## config.mk

```make
export PLATFORM = sky130hd
export DESIGN_NAME = answer_arbiter
export DESIGN_NICKNAME = d
export VERILOG_FILES = /design/src/rtl/answer_arbiter_pkg.sv /design/src/rtl/answer_arbiter_press_edge_detect.sv /design/src/rtl/answer_arbiter.sv
export SDC_FILE = /design/constraint.sdc
export NUM_CORES = 1
export LEC_CHECK = 0
export CELL_PAD_IN_SITES_DETAIL_PLACEMENT = 1
export CELL_PAD_IN_SITES_GLOBAL_PLACEMENT = 1
export CORE_UTILIZATION = 39
export DETAILED_ROUTE_END_ITERATION = 16
export PLACE_DENSITY_LB_ADDON = 0.1
export SLEW_MARGIN = 20
export SYNTH_ARGS = -nofsm -noshare
export SYNTH_HDL_FRONTEND = slang
export SYNTH_SLANG_ARGS = --single-unit
```

## constraint.sdc

```tcl
create_clock -name clk -period 4.3 [get_ports clk]
set_clock_uncertainty 0.05 [all_clocks]
set_input_delay 0.645 -clock clk [delete_from_list [all_inputs] [get_ports clk]]
set_output_delay 0.645 -clock clk [all_outputs]
set_load 0.01 [all_outputs]
```

## src/rtl/answer_arbiter_pkg.sv

```systemverilog
// Shared definitions for the answer arbiter: FSM states, player ids and
// default answer width.
package answer_arbiter_pkg;

  // Arbiter control states for one question round.
  typedef enum logic [2:0] {
    ST_IDLE  = 3'd0,
    ST_ARMED = 3'd1,
    ST_HOLD  = 3'd2,
    ST_JUDGE = 3'd3,
    ST_DONE  = 3'd4
  } state_e;

  // Player identifiers as carried on ans_player.
  localparam logic PLAYER_A = 1'b0;
  localparam logic PLAYER_B = 1'b1;

  // Default width of a player's answer entry.
  localparam int unsigned DEFAULT_DATA_W = 3;

  // The opponent of a given player.
  function automatic logic other_player(input logic p);
    return ~p;
  endfunction

endpackage

```

## src/rtl/answer_arbiter_press_edge_detect.sv

```systemverilog
// Registered rising-edge detector for a raw player load button. The history
// register updates every cycle regardless of arbiter state, so a button held
// across a state change never produces a late press.
module press_edge_detect (
  input  logic clk,
  input  logic rst,
  input  logic btn_i,
  output logic press_o
);

  logic btn_q;

  // Track the previous button level; synchronous active-low reset.
  always_ff @(posedge clk) begin
    if (!rst) begin
      btn_q <= 1'b0;
    end else begin
      btn_q <= btn_i;
    end
  end

  assign press_o = btn_i & ~btn_q;

endmodule

```

## src/rtl/answer_arbiter.sv

```systemverilog
// Two-player answer arbiter: detects load presses, grants one winner per race
// with an alternating tie-break, offers the captured answer on a valid/ready
// handshake, applies lockouts on wrong verdicts and keeps one pending press.
module answer_arbiter
  import answer_arbiter_pkg::*;
#(
  parameter int unsigned DATA_W = DEFAULT_DATA_W
) (
  input  logic              clk,
  input  logic              rst,
  input  logic              round_open,
  input  logic              load_A,
  input  logic              load_B,
  input  logic [DATA_W-1:0] In_A,
  input  logic [DATA_W-1:0] In_B,
  output logic              ans_valid,
  input  logic              ans_ready,
  output logic              ans_player,
  output logic [DATA_W-1:0] ans_data,
  input  logic              result_valid,
  input  logic              result_ok,
  output logic              lock_A,
  output logic              lock_B,
  output logic              round_won,
  output logic              round_dead
);

  state_e              state_q, state_d;
  logic                player_q, player_d;
  logic [DATA_W-1:0]   data_q, data_d;
  logic                pend_v_q, pend_v_d;
  logic                pend_p_q, pend_p_d;
  logic [DATA_W-1:0]   pend_data_q, pend_data_d;
  logic                lock_a_q, lock_a_d;
  logic                lock_b_q, lock_b_d;
  logic                tie_q, tie_d;
  logic                won_q, won_d;
  logic                dead_q, dead_d;

  logic                press_a, press_b;
  logic                grant_a, grant_b;
  logic                tie_win;
  logic [DATA_W-1:0]   tie_win_data, tie_lose_data;
  logic                other_p;
  logic                other_press;
  logic                other_locked;
  logic [DATA_W-1:0]   other_data;
  logic                fill;

  press_edge_detect u_edge_a (
    .clk     (clk),
    .rst     (rst),
    .btn_i   (load_A),
    .press_o (press_a)
  );

  press_edge_detect u_edge_b (
    .clk     (clk),
    .rst     (rst),
    .btn_i   (load_B),
    .press_o (press_b)
  );

  // Presses only count from players that are not locked out.
  assign grant_a = press_a & ~lock_a_q;
  assign grant_b = press_b & ~lock_b_q;

  // Tie goes to whoever did not win the previous tie.
  assign tie_win       = other_player(tie_q);
  assign tie_win_data  = (tie_win == PLAYER_A) ? In_A : In_B;
  assign tie_lose_data = (tie_win == PLAYER_A) ? In_B : In_A;

  // The player not currently offered may fill an empty pending slot.
  assign other_p      = other_player(player_q);
  assign other_press  = (other_p == PLAYER_A) ? grant_a : grant_b;
  assign other_locked = (other_p == PLAYER_A) ? lock_a_q : lock_b_q;
  assign other_data   = (other_p == PLAYER_A) ? In_A : In_B;
  assign fill         = ~pend_v_q & other_press;

  // State and datapath registers; last tie winner starts at B so A wins first.
  always_ff @(posedge clk) begin
    if (!rst) begin
      state_q     <= ST_IDLE;
      player_q    <= PLAYER_A;
      data_q      <= '0;
      pend_v_q    <= 1'b0;
      pend_p_q    <= PLAYER_A;
      pend_data_q <= '0;
      lock_a_q    <= 1'b0;
      lock_b_q    <= 1'b0;
      tie_q       <= PLAYER_B;
      won_q       <= 1'b0;
      dead_q      <= 1'b0;
    end else begin
      state_q     <= state_d;
      player_q    <= player_d;
      data_q      <= data_d;
      pend_v_q    <= pend_v_d;
      pend_p_q    <= pend_p_d;
      pend_data_q <= pend_data_d;
      lock_a_q    <= lock_a_d;
      lock_b_q    <= lock_b_d;
      tie_q       <= tie_d;
      won_q       <= won_d;
      dead_q      <= dead_d;
    end
  end

  // Next-state, capture, pending, lockout and pulse logic.
  always_comb begin
    state_d     = state_q;
    player_d    = player_q;
    data_d      = data_q;
    pend_v_d    = pend_v_q;
    pend_p_d    = pend_p_q;
    pend_data_d = pend_data_q;
    lock_a_d    = lock_a_q;
    lock_b_d    = lock_b_q;
    tie_d       = tie_q;
    won_d       = 1'b0;
    dead_d      = 1'b0;

    if (!round_open) begin
      // Abort or closed round: clear everything except the tie history, so
      // the registers already hold reset values on the cycle IDLE is entered.
      state_d     = ST_IDLE;
      player_d    = PLAYER_A;
      data_d      = '0;
      pend_v_d    = 1'b0;
      pend_p_d    = PLAYER_A;
      pend_data_d = '0;
      lock_a_d    = 1'b0;
      lock_b_d    = 1'b0;
    end else begin
      case (state_q)
        ST_IDLE: begin
          state_d = ST_ARMED;
        end

        ST_ARMED: begin
          if (grant_a && grant_b) begin
            player_d    = tie_win;
            data_d      = tie_win_data;
            pend_v_d    = 1'b1;
            pend_p_d    = other_player(tie_win);
            pend_data_d = tie_lose_data;
            tie_d       = tie_win;
            state_d     = ST_HOLD;
          end else if (grant_a) begin
            player_d = PLAYER_A;
            data_d   = In_A;
            state_d  = ST_HOLD;
          end else if (grant_b) begin
            player_d = PLAYER_B;
            data_d   = In_B;
            state_d  = ST_HOLD;
          end
        end

        ST_HOLD: begin
          if (fill) begin
            pend_v_d    = 1'b1;
            pend_p_d    = other_p;
            pend_data_d = other_data;
          end
          if (ans_ready) begin
            state_d = ST_JUDGE;
          end
        end

        ST_JUDGE: begin
          if (result_valid) begin
            // A press landing in the verdict cycle is not queued; the
            // routing decision uses the slot as it stood before the verdict.
            if (result_ok) begin
              won_d    = 1'b1;
              pend_v_d = 1'b0;
              state_d  = ST_DONE;
            end else begin
              if (player_q == PLAYER_A) begin
                lock_a_d = 1'b1;
              end else begin
                lock_b_d = 1'b1;
              end
              if (pend_v_q) begin
                player_d = pend_p_q;
                data_d   = pend_data_q;
                pend_v_d = 1'b0;
                state_d  = ST_HOLD;
              end else if (!other_locked) begin
                state_d = ST_ARMED;
              end else begin
                dead_d  = 1'b1;
                state_d = ST_DONE;
              end
            end
          end else if (fill) begin
            pend_v_d    = 1'b1;
            pend_p_d    = other_p;
            pend_data_d = other_data;
          end
        end

        ST_DONE: begin
          state_d = ST_DONE;
        end

        default: begin
          state_d = ST_IDLE;
        end
      endcase
    end
  end

  assign ans_valid  = (state_q == ST_HOLD);
  assign ans_player = player_q;
  assign ans_data   = data_q;
  assign lock_A     = lock_a_q;
  assign lock_B     = lock_b_q;
  assign round_won  = won_q;
  assign round_dead = dead_q;

endmodule

```

==> results of run 1 <==
[routing by layer]
| layer | global-route usage [%] | wire length, um | share of wire, % | vias up |
|---|---|---|---|---|
| li1 | - | - | - | 489 |
| met1 | 28.8 | 1410 | 51 | 472 |
| met2 | 35.6 | 1250 | 45 | 12 |
| met3 | 2.59 | 70 | 2.5 | 4 |
| met4 | 9.21 | 35 | 1.3 | 0 |
| met5 | 0 | 0 | 0 | - |
[synth_stat cells, drive strengths merged]
master	n
and2	3
a2111oi	2
nand4	3
buf	3
a21o	1
nand2	16
a21oi	9
nand3	1
or3	5
mux2i	6
clkbuf	1
nor3	1
and4b	1
nor3b	5
o311ai	1
inv	5
o31ai	1
or3b	2
and4	2
and3b	1
o21ai	8
o2bb2ai	1
a22oi	1
dfxtp	19
nor2	7
nand2b	1
nor4	3
xnor2	1
o31a	1
and3	2
a32o	3
and2b	1
a211oi	3
[where the power goes]
part / internal [mW] / switching [mW] / total, mW / leakage, nW
Combinational: 0.0252 / 0.0235 / 0.0487 / 0.308
Clock: 0.0363 / 0.0590 / 0.0952 / 0.0150
Sequential: 0.179 / 0.00478 / 0.184 / 0.154
Total: 0.241 / 0.0872 / 0.328 / 0.477
[final cells by class]
| class | instances | area, sq um |
|---|---|---|
| clock buffer | 4 | 26.3 |
| fill | 321 | 1190 |
| inverter | 5 | 18.8 |
| multi-input combinational | 92 | 601 |
| sequential | 19 | 380 |
| tap | 30 | 37.5 |
| timing repair buffer | 22 | 220 |
[flip-flops by register name, indices dropped and copies added (netlist names)]
signal,count
lock_B,1
pend_data_q,3
lock_A,1
ans_player,1
pend_v_q,1
round_won,1
tie_q,1
u_edge_a.btn_q,1
ans_data,3
state_q,3
pend_p_q,1
u_edge_b.btn_q,1
round_dead,1
[worst paths after layout]
kind	from	to	slack, ns	cells past startpoint
worst min register to register	ans_data[1]	ans_data[1]	0.43	1
worst min-delay path	ans_data[1]	ans_data[1]	0.43	1
worst max register to register	state_q[0]	pend_data_q[0]	2.54	4
worst max-delay path	state_q[1]	ans_valid	1.89	3
[per-stage QoR]
stage | util [%] | hold WS [ns] | area, sq um | power, mW
floorplan | - | 0.392 | 1020 | 0.214
global placement | 50.8 | 0.408 | 1260 | 0.236
detailed placement | 50.8 | 0.407 | 1260 | 0.237
CTS | 51.8 | 0.436 | 1280 | 0.334
global route | 51.8 | 0.450 | 1280 | 0.344
finish | 51.8 | 0.430 | 1280 | 0.328
[logic make-up after synthesis]
family                 count (synthesis)
AO/OA/AOI/OAI                         31
XOR/XNOR                               1
flip-flops                            19
AND/OR/NAND/NOR                       54
multiplexers                           6
buffers and inverters                  9
==> flow_metrics.py, run 1 <==
metrics = {
    "floorplan": {
        "initial_core_util_pct": 41.4,
        "die_h_um": 53.3,
        "die_w_um": 53.3,
        "pin_count": 23,
        "rows": 18,
        "design.die.area_sq_um": 2840,
        "coreArea_sq_um": 2480,
    },
    "global_routing": {
        "grt_max_degree": 14,
        "grt_pass1_vias": 929,
        "grt_pass1_wl_um": 4390,
        "gr-usage-all-layers_pct": 21.9,
        "overflow": 0,
        "antenna_found_initial": 0,
    },
    "finish": {
        "drive_above_1_share_pct": 7.04,
        "finalNonFillerCells": 172,
        "nets": 157,
        "area_growth_pct": 25.3,
        "antenna_cells": 0,
        "layout_commonest_cell": "clkdlybuf4s50_1",
        "mostFrequentLayoutCells": "clkdlybuf4s50_1 (22), dfxtp_1 (19), nand2_1 (16)",
    },
    "setup_path": {
        "crit_path_start_kind": "register",
        "slowest_stage": "dfxtp_1",
        "worst-path-max-fanout": 13,
        "critical_path_buf_inv_count": 1,
        "path_delay_family": "flip-flops",
        "path_class": "reg2out",
        "cpPeakStageDelay_ns": 0.64,
        "cp.required_ns": 3.61,
        "critPathArrivalTime_ns": 1.72,
        "cp_cell_sequence": "nand2b_4 -> nor2_1 -> clkdlybuf4s50_1",
        "endpoint_kind": "output pin",
    },
    "cts": {
        "post-cts-setup-buffer-count": 0,
        "cts_buffers": 3,
        "htreeDepth": 1,
        "clk-insertion-delay-late_ns": 0.31,
        "clock-sinks": 19,
        "postCtsResizedCells": 0,
        "cts.reportedPaths.clkPinSlew_ns": 0.11,
        "clockRootBuffer": "clkbuf_4",
        "cts_tree": "built",
        "clockBufferDepth": 2,
        "hold_buffers": 0,
    },
    "synthesis": {
        "synth_xor_area_share_pct": 0.855,
        "synth_area_sq_um": 1020,
        "synth_top_family_by_area": "simple AND/OR/NAND/NOR gates",
        "syn-mean-instance-area_sq_um": 8.54,
        "synth_seq_cells": 19,
        "synthAdderAreaFrac_pct": 0,
        "yosysTopAreaCellShare_pct": 37.1,
        "synthCells": 120,
        "syn-num-nets": 134,
        "synthMuxAreaShare_pct": 5.86,
        "synthTopCellsByArea": "dfxtp_1 (37%), mux2i_1 (5.9%), nand2_1 (5.9%)",
        "yosys.area_share.simple_pct": 32.0,
        "ys_seq_area_share_pct": 37.1,
        "yosysTopAreaCell": "dfxtp_1",
        "synth_compound_area_share_pct": 19.9,
        "yosysUniqueCellTypes": 40,
        "ys_warn_count": 0,
    },
    "sta": {
        "fmax_mhz": 415,
        "worst_pin_slew_ns": 0.487,
        "setup_ws_ns": 1.89,
        "relSlewSlack_pct": 66.6,
        "fin_crit_ns": 2.41,
        "fin_crit_sh_pct": 56.1,
        "finalSetupViolCount": 0,
        "fin_setup_tns_ns": 0,
        "slew_violations": 0,
        "finalHoldViolCount": 0,
        "rsz0062_at_grt": "false",
    },
    "power": {
        "power_leakage_nw": 0.477,
        "ir_drop_mv": 0.161,
        "power.density_nw_per_um2": 256,
    },
    "run": {
        "drv_cap": 0,
    },
    "placement": {
        "numPortBuffers": 22,
        "dpl_worst_slack_ns": 1.83,
        "post-place-cells": 168,
        "gp_routability_congestion": 0.787,
        "dpl.hpwl_um": 2070,
    },
    "detailed_routing": {
        "ant_nets": 0,
        "drt-total-wl_um": 2760,
        "vias": 977,
        "drc_errors": 0,
        "vias_per_cell": 5.68,
        "drtIter0Drc": 5,
        "wl_per_cell_um": 16.0,
        "dr.pass1.iters": 4,
    },
    "worst_hold_path": {
        "min_path_type": "reg2reg",
    },
    "outcome": {
        "status": "finished, final reports clean",
    },
}
Power figures use the tool's default switching activity.
==> run 2: changes to the inputs <==
--- a/config.mk
+++ b/config.mk
@@ -7,7 +7,7 @@
 export LEC_CHECK = 0
 export CELL_PAD_IN_SITES_DETAIL_PLACEMENT = 1
 export CELL_PAD_IN_SITES_GLOBAL_PLACEMENT = 1
-export CORE_UTILIZATION = 39
+export CORE_UTILIZATION = 36
 export DETAILED_ROUTE_END_ITERATION = 16
 export PLACE_DENSITY_LB_ADDON = 0.1
 export SLEW_MARGIN = 20
==> constraint.sdc (replaced) <==
create_clock -name clk -period 2.34 [get_ports clk]
set_clock_uncertainty 0.05 [all_clocks]
set_input_delay 0.351 -clock clk [delete_from_list [all_inputs] [get_ports clk]]
set_output_delay 0.351 -clock clk [all_outputs]
set_load 0.01 [all_outputs]
==> run 2 against run 1 <==
Effect of this change:
- register-to-register slack lost 2.0 ns
- via count down 1.1%
- worst setup slack got worse by 1.7 ns
- core utilization decreased by 2.0 points
- non-clock buffer count is 1 higher
- critical path depth stayed put
- global-route usage decreased by 3.3 points
- sequential share of layout area is 0.17 points lower
- clock power up 83%
- final cell count increased by 0.58%
- largest power group unchanged
==> flow_metrics.py, run 2 (synthesis gave the netlist of run 1 again) <==
metrics = {
    "power": {
        "total_power_mw": 0.603,
        "power_leakage_nw": 0.482,
        "power.density_nw_per_um2": 467,
        "ir_drop_mv": 0.257,
    },
    "finish": {
        "post-route-util_pct": 49.9,
        "drive_above_1_share_pct": 7.69,
        "mostFrequentLayoutCells": "clkdlybuf4s50_1 (22), dfxtp_1 (19), nand2_1 (16)",
        "layout_commonest_cell": "clkdlybuf4s50_1",
        "nets": 158,
        "antenna_cells": 0,
        "fillerInstances": 324,
        "design_area_sq_um": 1290,
        "area_growth_pct": 26.0,
    },
    "placement": {
        "numPortBuffers": 22,
        "gp_routability_congestion": 0.747,
        "dpl.hpwl_um": 2130,
        "placed_cell_area_sq_um": 1260,
    },
    "sta": {
        "fin_crit_ns": 2.14,
        "fmax_mhz": 467,
        "worst_pin_slew_ns": 0.459,
        "slew_violations": 0,
        "fin_setup_tns_ns": 0,
        "finalSetupViolCount": 0,
        "fin_crit_sh_pct": 91.5,
        "relSlewSlack_pct": 68.5,
        "finalHoldViolCount": 0,
        "rsz0062_at_grt": "false",
    },
    "detailed_routing": {
        "top_layer_used": "met4",
        "wl_met3_um": 118,
        "vias": 966,
        "drtIter0Drc": 27,
        "wl_per_cell_um": 15.9,
        "drc_errors": 0,
        "vias_per_cell": 5.58,
        "ant_nets": 0,
        "dr.pass1.iters": 4,
        "drt-total-wl_um": 2740,
        "met1_length_um": 1390,
        "dr_wl_met2_um": 1220,
    },
    "global_routing": {
        "grt_max_degree": 14,
        "overflow": 0,
        "grt_pass1_vias": 966,
        "antenna_found_initial": 0,
        "gr-usage-all-layers_pct": 18.6,
        "grt_pass1_wl_um": 4530,
    },
    "setup_path": {
        "worst-path-max-fanout": 13,
        "path_class": "reg2out",
        "critPathArrivalTime_ns": 1.74,
        "reg2regPathDepth": 4,
        "cp.required_ns": 1.94,
        "endpoint_kind": "output pin",
        "crit_path_start_kind": "register",
    },
    "cts": {
        "cts_tree": "built",
        "cts_buffers": 3,
        "post-cts-setup-buffer-count": 0,
        "htreeDepth": 1,
        "clockRootBuffer": "clkbuf_4",
        "hold_buffers": 0,
        "postCtsResizedCells": 0,
        "clk-insertion-delay-late_ns": 0.31,
        "clock-sinks": 19,
        "cts.reportedPaths.clkPinSlew_ns": 0.12,
        "clockBufferDepth": 2,
    },
    "floorplan": {
        "initial_core_util_pct": 39.6,
        "rows": 18,
        "die_w_um": 55.4,
        "coreArea_sq_um": 2590,
        "design.die.area_sq_um": 3060,
        "pin_count": 23,
        "die_h_um": 55.4,
    },
    "worst_hold_path": {
        "min_path_type": "reg2reg",
        "hold_depth": 1,
    },
    "outcome": {
        "status": "finished, final reports clean",
    },
    "run": {
        "drv_cap": 0,
    },
}
## run 2: worst max-delay path, cell delays in order (launching register included)
cell             delay [ns]
dfxtp_1                0.64
nand2b_4               0.11
nor2_1                 0.13
clkdlybuf4s50_1        0.54
## run 2: layout make-up
class | instances | area, sq um | share of cell area, %
sequential | 19 | 380 | 29.5
clock buffer | 4 | 26.3 | 2.03
multi-input combinational | 92 | 601 | 46.5
inverter | 5 | 18.8 | 1.45
tap | 30 | 37.5 | 2.91
timing repair buffer | 23 | 228 | 17.6
## run 2: path summary, 6_finish.rpt
kind	slack, ns	endpoint	startpoint
setup / recovery	0.20	ans_valid	state_q[1]
hold / removal	0.44	ans_data[1]	ans_data[1]
setup reg to reg	0.58	pend_data_q[1]	state_q[1]
hold reg to reg	0.44	ans_data[1]	ans_data[1]
## run 2: power breakdown
| part | total [mW] | internal (mW) | switching, mW |
|---|---|---|---|
| registers | 0.338 | 0.330 | 0.00848 |
| clock network | 0.174 | 0.0666 | 0.107 |
| logic | 0.0909 | 0.0473 | 0.0436 |
| total | 0.603 | 0.444 | 0.159 |
## run 2: stage by stage
| step | std cells | hold WS [ns] | setup slack [ns] |
|---|---|---|---|
| 2_1_floorplan | 120 | 0.363 | 0.809 |
| 3_3_place_gp | 169 | 0.406 | 0.200 |
| 3_5_place_dp | 169 | 0.414 | 0.113 |
| 4_1_cts | 173 | 0.444 | 0.185 |
| 5_1_grt | 173 | 0.457 | 0.114 |
| 6_report | 173 | 0.437 | 0.198 |
## run 2: layer usage
layer | track usage (%) | vias up
met3 | 5.39 | 2
met5 | 0 | -
li1 | - | 488
met4 | 4.29 | 0
met2 | 28.9 | 24
met1 | 25.4 | 452
==> patch 1 (settings of run 2) <==
The package constant `DEFAULT_DATA_W` goes from 3 to 6.
--- a/src/rtl/answer_arbiter_pkg.sv
+++ b/src/rtl/answer_arbiter_pkg.sv
@@ -16,7 +16,7 @@
   localparam logic PLAYER_B = 1'b1;
 
   // Default width of a player's answer entry.
-  localparam int unsigned DEFAULT_DATA_W = 3;
+  localparam int unsigned DEFAULT_DATA_W = 6;
 
   // The opponent of a given player.
   function automatic logic other_player(input logic p);
Interface: changed (resized In_A, In_B and ans_data); port bits go from 23 to 32. The function was not compared with the original's and may differ.
==> patch 1 against run 2 <==
  * Die area is 46% higher
  * Worst setup slack better by 0.15 ns
  * Wire length up 60%
  * Non-clock buffer count is 15 higher
  * Total power rose by 41%
  * Critical endpoint is now pend_data_q[2]$_SDFFE_PN0P_
  * Area after synthesis grew 48%
  * Design area rose by 50%
  * Critical path type is now primary input to flop
  * Count of clock-buffer cells in the layout shrank 1
  * Fmax rose by 7.7%
  * Utilization shrank 1.9 points
  * Sequential cell count grew 6
  * First-iteration DRC count grew 48%
==> patch 1: results (changes against run 2) <==
Int Pwr=625.0 uW (+41%); GP Congestion=0.7874 (+5.5%); WS Path Type=primary input to flop; Pleak=0.8211 nW (+70%); xor-xnor portion of the synthesized cell area=0.005785 (-0.002762); sequential share of the synthesized area=0.3306 (-0.04061); hpwl dp=3351 microns (+57%); FFs & Latches=25 (+6); VDD IR max=181.2 uV (-30%); filler instances=494 (+52%); CP max stage delay=0.51 ns (-0.13 ns); Clk. pwr=263 uW (+51%); DRT Wirelength=4384 microns (+60%); r2r startpoint=ans_player$_SDFFE_PN0P_; Hold Crit Depth=2 (+1); first-pass GRT wire length=6906 microns (+53%); Flop pwr share=0.521 (-0.040); share of cells above drive strength 1=0.07870 (+0.001781); root buf cell=clkbuf_8; fraction of area in registers=0.2591 (-0.03551); reg-to-reg endpoint=pend_data_q[2]$_SDFFE_PN0P_; clk slew on worst S/H paths=0.09 ns (-0.03 ns); setup ws final=0.3520 ns (+0.1539 ns); Buffers excl. clock=38 (+65%); Worst-Skew Late Latency=0.27 ns (-0.04 ns); Hold Slack=0.4173 ns (-0.02024 ns); Mapped Cells=186 (+55%); DP Cell Count=262 (+55%); CP top delay family=buffers and inverters; largest net degree at the start of global routing=21 (+7); worst setup path start=load_B; post-synthesis mux area share=0.09917 (+0.04057); Worst Hold Launch=pend_data_q[3]$_SDFFE_PN0P_; Distinct cells, synth=41 (+2.5%); status=complete, no violations; top cells by count, synth=nand2_1 (26), dfxtp_1 (25), inv_1 (16); clock buffer count=3 (-1); CP max stage cell=clkdlybuf4s50_1; Slew headroom=0.6519 (-0.03351); hold endpoint=pend_data_q[3]$_SDFFE_PN0P_; Total GRT Usage=0.2098 (+0.02361); seq pwr=443 uW (+31%); fin cells=266 (+54%); Clock-cell share=0.02396 (+0.003615); site row count=23 (+5); top-count cell post-synth=nand2_1; fin nets=237 (+50%); Layout non-clock buf frac=0.1878 (+0.01147); post-placement cell area=0.001886 sq mm (+49%)
[patch 1: changes by cell type in the layout (fill, tap and decap cells not counted), sizes merged, moves of 7 or more]
cell,change
inv,+11
nand2,+10
a211oi,+9
clkdlybuf4s50,+9
mux2i,+9
nand3,+7
[patch 1: per-layer routing]
| layer | global-route usage | up-vias | wire, microns |
|---|---|---|---|
| li1 | - | 712 | - |
| met2 | 0.3535 | 19 | 2086 |
| met3 | 0.02740 | 2 | 121 |
| met4 | 0.03989 | 0 | 26 |
| met1 | 0.2834 | 687 | 2150 |
| met5 | 0 | - | 0 |
[patch 1: worst register-to-register path, cell delays in order (launching register included)]
cell       delay [ns]
dfxtp_1          0.43
or4b_4           0.61
a2111oi_4        0.36
a41oi_4          0.14
mux2i_1          0.21
==> patch 2 (settings of run 2) <==
Without the edit above. Encoding of `state_e`: now one-hot (5 bits for 5 states).
--- a/src/rtl/answer_arbiter_pkg.sv
+++ b/src/rtl/answer_arbiter_pkg.sv
@@ -3,12 +3,12 @@
 package answer_arbiter_pkg;
 
   // Arbiter control states for one question round.
-  typedef enum logic [2:0] {
-    ST_IDLE  = 3'd0,
-    ST_ARMED = 3'd1,
-    ST_HOLD  = 3'd2,
-    ST_JUDGE = 3'd3,
-    ST_DONE  = 3'd4
+  typedef enum logic [4:0] {
+    ST_IDLE  = 5'b00001,
+    ST_ARMED = 5'b00010,
+    ST_HOLD  = 5'b00100,
+    ST_JUDGE = 5'b01000,
+    ST_DONE  = 5'b10000
   } state_e;
 
   // Player identifiers as carried on ans_player.
Behaviour: same outputs for any inputs over 10 cycles, from zero or initial values and one cycle with rst low; not proved beyond that.
==> patch 2 against run 2 <==
  * Worst setup slack improved by 0.11 ns
  * Largest cell class unchanged
  * Synthesized cell count is 8.3% higher
  * Register-to-register slack lost 0.27 ns
  * Area after synthesis grew 13%
  * Critical path depth is 3 higher
  * Wire length grew 26%
  * Sequential cell count grew 2
  * Utilization decreased by 0.10 points
  * Total power grew 8.3%
  * Via count increased by 22%
  * Count of clock-buffer cells in the layout shrank 1
  * Design area grew 18%
==> patch 2: results (changes against run 2) <==
post-synthesis mux area share=0.01836 (-0.04025); number of global-route vias before repair=1202 (+24%); Compound-Gate Fraction of Synth Area=0.2516 (+0.05260); TNS Setup=0 ns (unchanged); share of cells above drive strength 1=0.1491 (+0.07215); Total GRT Usage=0.2194 (+0.03322); VDD IR max=197.3 uV (-23%); Post-Synth Adder-Cell Area=0 (unchanged); clk slew on worst S/H paths=0.12 ns (about the same); initial antenna violation count=0 (unchanged); top-count cell post-synth=dfxtp_1; Synth Warn #=0 (unchanged); largest net degree at the start of global routing=13 (-1); hpwl dp=2687 microns (+26%); ANT cells=0 (unchanged); crit path max fanout=5 (-8); DP Worst Slack=-0.007242 ns (-0.1204 ns); initial DRC count=36 (+33%); Via density=5.771 (+3.3%); Worst-Skew Late Latency=0.31 ns (about the same); worst setup path start=load_B; I/O Buffers=22 (unchanged); HP Class=flop to flop; Slew headroom=0.6524 (-0.03302); H-tree depth=1 (unchanged); sequential share of the synthesized area=0.3629 (-0.008333); syn nets=144 (+7.5%); status=complete, no violations; root buf cell=clkbuf_4; xor-xnor portion of the synthesized cell area=0.01512 (+0.006572); Worst Hold Launch=ans_data[0]$_SDFFE_PN0P_; clock buffer depth=2 (unchanged); Pleak=0.5851 nW (+21%); Synth area leaders=dfxtp_1 (36%), o21ai_0 (5.2%), a211oi_1 (4.5%); CP top delay family=buffers and inverters; CP max stage delay=0.54 ns (-0.10 ns); top cells by count, synth=dfxtp_1 (21), o21ai_0 (12), a211oi_1 (7); Reg with most FFs=state_q; Arr. time, crit path=2.23 ns (+0.49 ns); GP Congestion=0.8774 (+18%); asr flop ratio synth=0 (unchanged); r2r startpoint=state_q[4]$_SDFFE_PN0P_; max reg flops=5; first-pass GRT wire length=5637 microns (+25%); filler instances=371 (+15%); DRT Wirelength=3450 microns (+26%); fin nets=176 (+11%); Distinct cells, synth=44 (+10%); CP max stage cell=or3b_2; first drt pass iteration count=4 (unchanged)
## patch 2: logic make-up (layout without fill, tap and decap cells)
group,Yosys count,in the layout
mux,2,2
compound gates,42,42
simple gates,54,54
flops,21,21
buf+inv,9,40
xor+xnor,2,2
## patch 2: tightest hold or removal path, cell delays in order, from the launching register on
cell,delay (ns)
dfxtp_1,0.33
nand4_1,0.06
o21ai_0,0.07
## patch 2: final cells by class
cell class,instances,area share
sequential,21,0.2768
clock inverter,1,0.003295
multi-input combinational,100,0.4629
tap,44,0.03624
clock buffer,3,0.01483
timing repair buffer,32,0.1960
inverter,4,0.009885
## patch 2: repair_timing
action	4_1_cts	5_1_grt
setup buffers	0	1
resized for setup	0	1
setup endpoints to repair	0	1
## patch 2: final timing paths
kind	to	slack (ns)	cells after the start
max reg2reg	state_q[3]$_SDFFE_PN0P_	0.31	4
min reg2reg	ans_data[0]$_SDFFE_PN0P_	0.45	2
max	ans_data[0]$_SDFFE_PN0P_	0.30	6
min	ans_data[0]$_SDFFE_PN0P_	0.45	2
## patch 2: per-stage QoR
stage	util	total power [mW]	hold slack [ns]	cell area, sq um	instances
CTS	0.4943	0.6594	0.4578	1509	204
finish	0.4975	0.6531	0.4467	1519	205
floorplan	-	0.4303	0.3772	1159	130
global placement	0.4852	0.4727	0.4255	1481	200
global route	0.4975	0.6811	0.4847	1519	205
detailed placement	0.4852	0.4755	0.4322	1481	200
## patch 2: report_power, final
part / internal [mW] / switching (mW) / total (mW)
Sequential: 0.363 / 0.00881 / 0.372
Combinational: 0.0514 / 0.0452 / 0.0966
Clock: 0.0640 / 0.121 / 0.185
## patch 2: per-layer routing
layer | GRT usage | share of wire
met1 | 0.2754 | 0.46
met2 | 0.3880 | 0.50
met3 | 0.03297 | 0.031
met4 | 0.06122 | 0.0096
met5 | 0 | 0
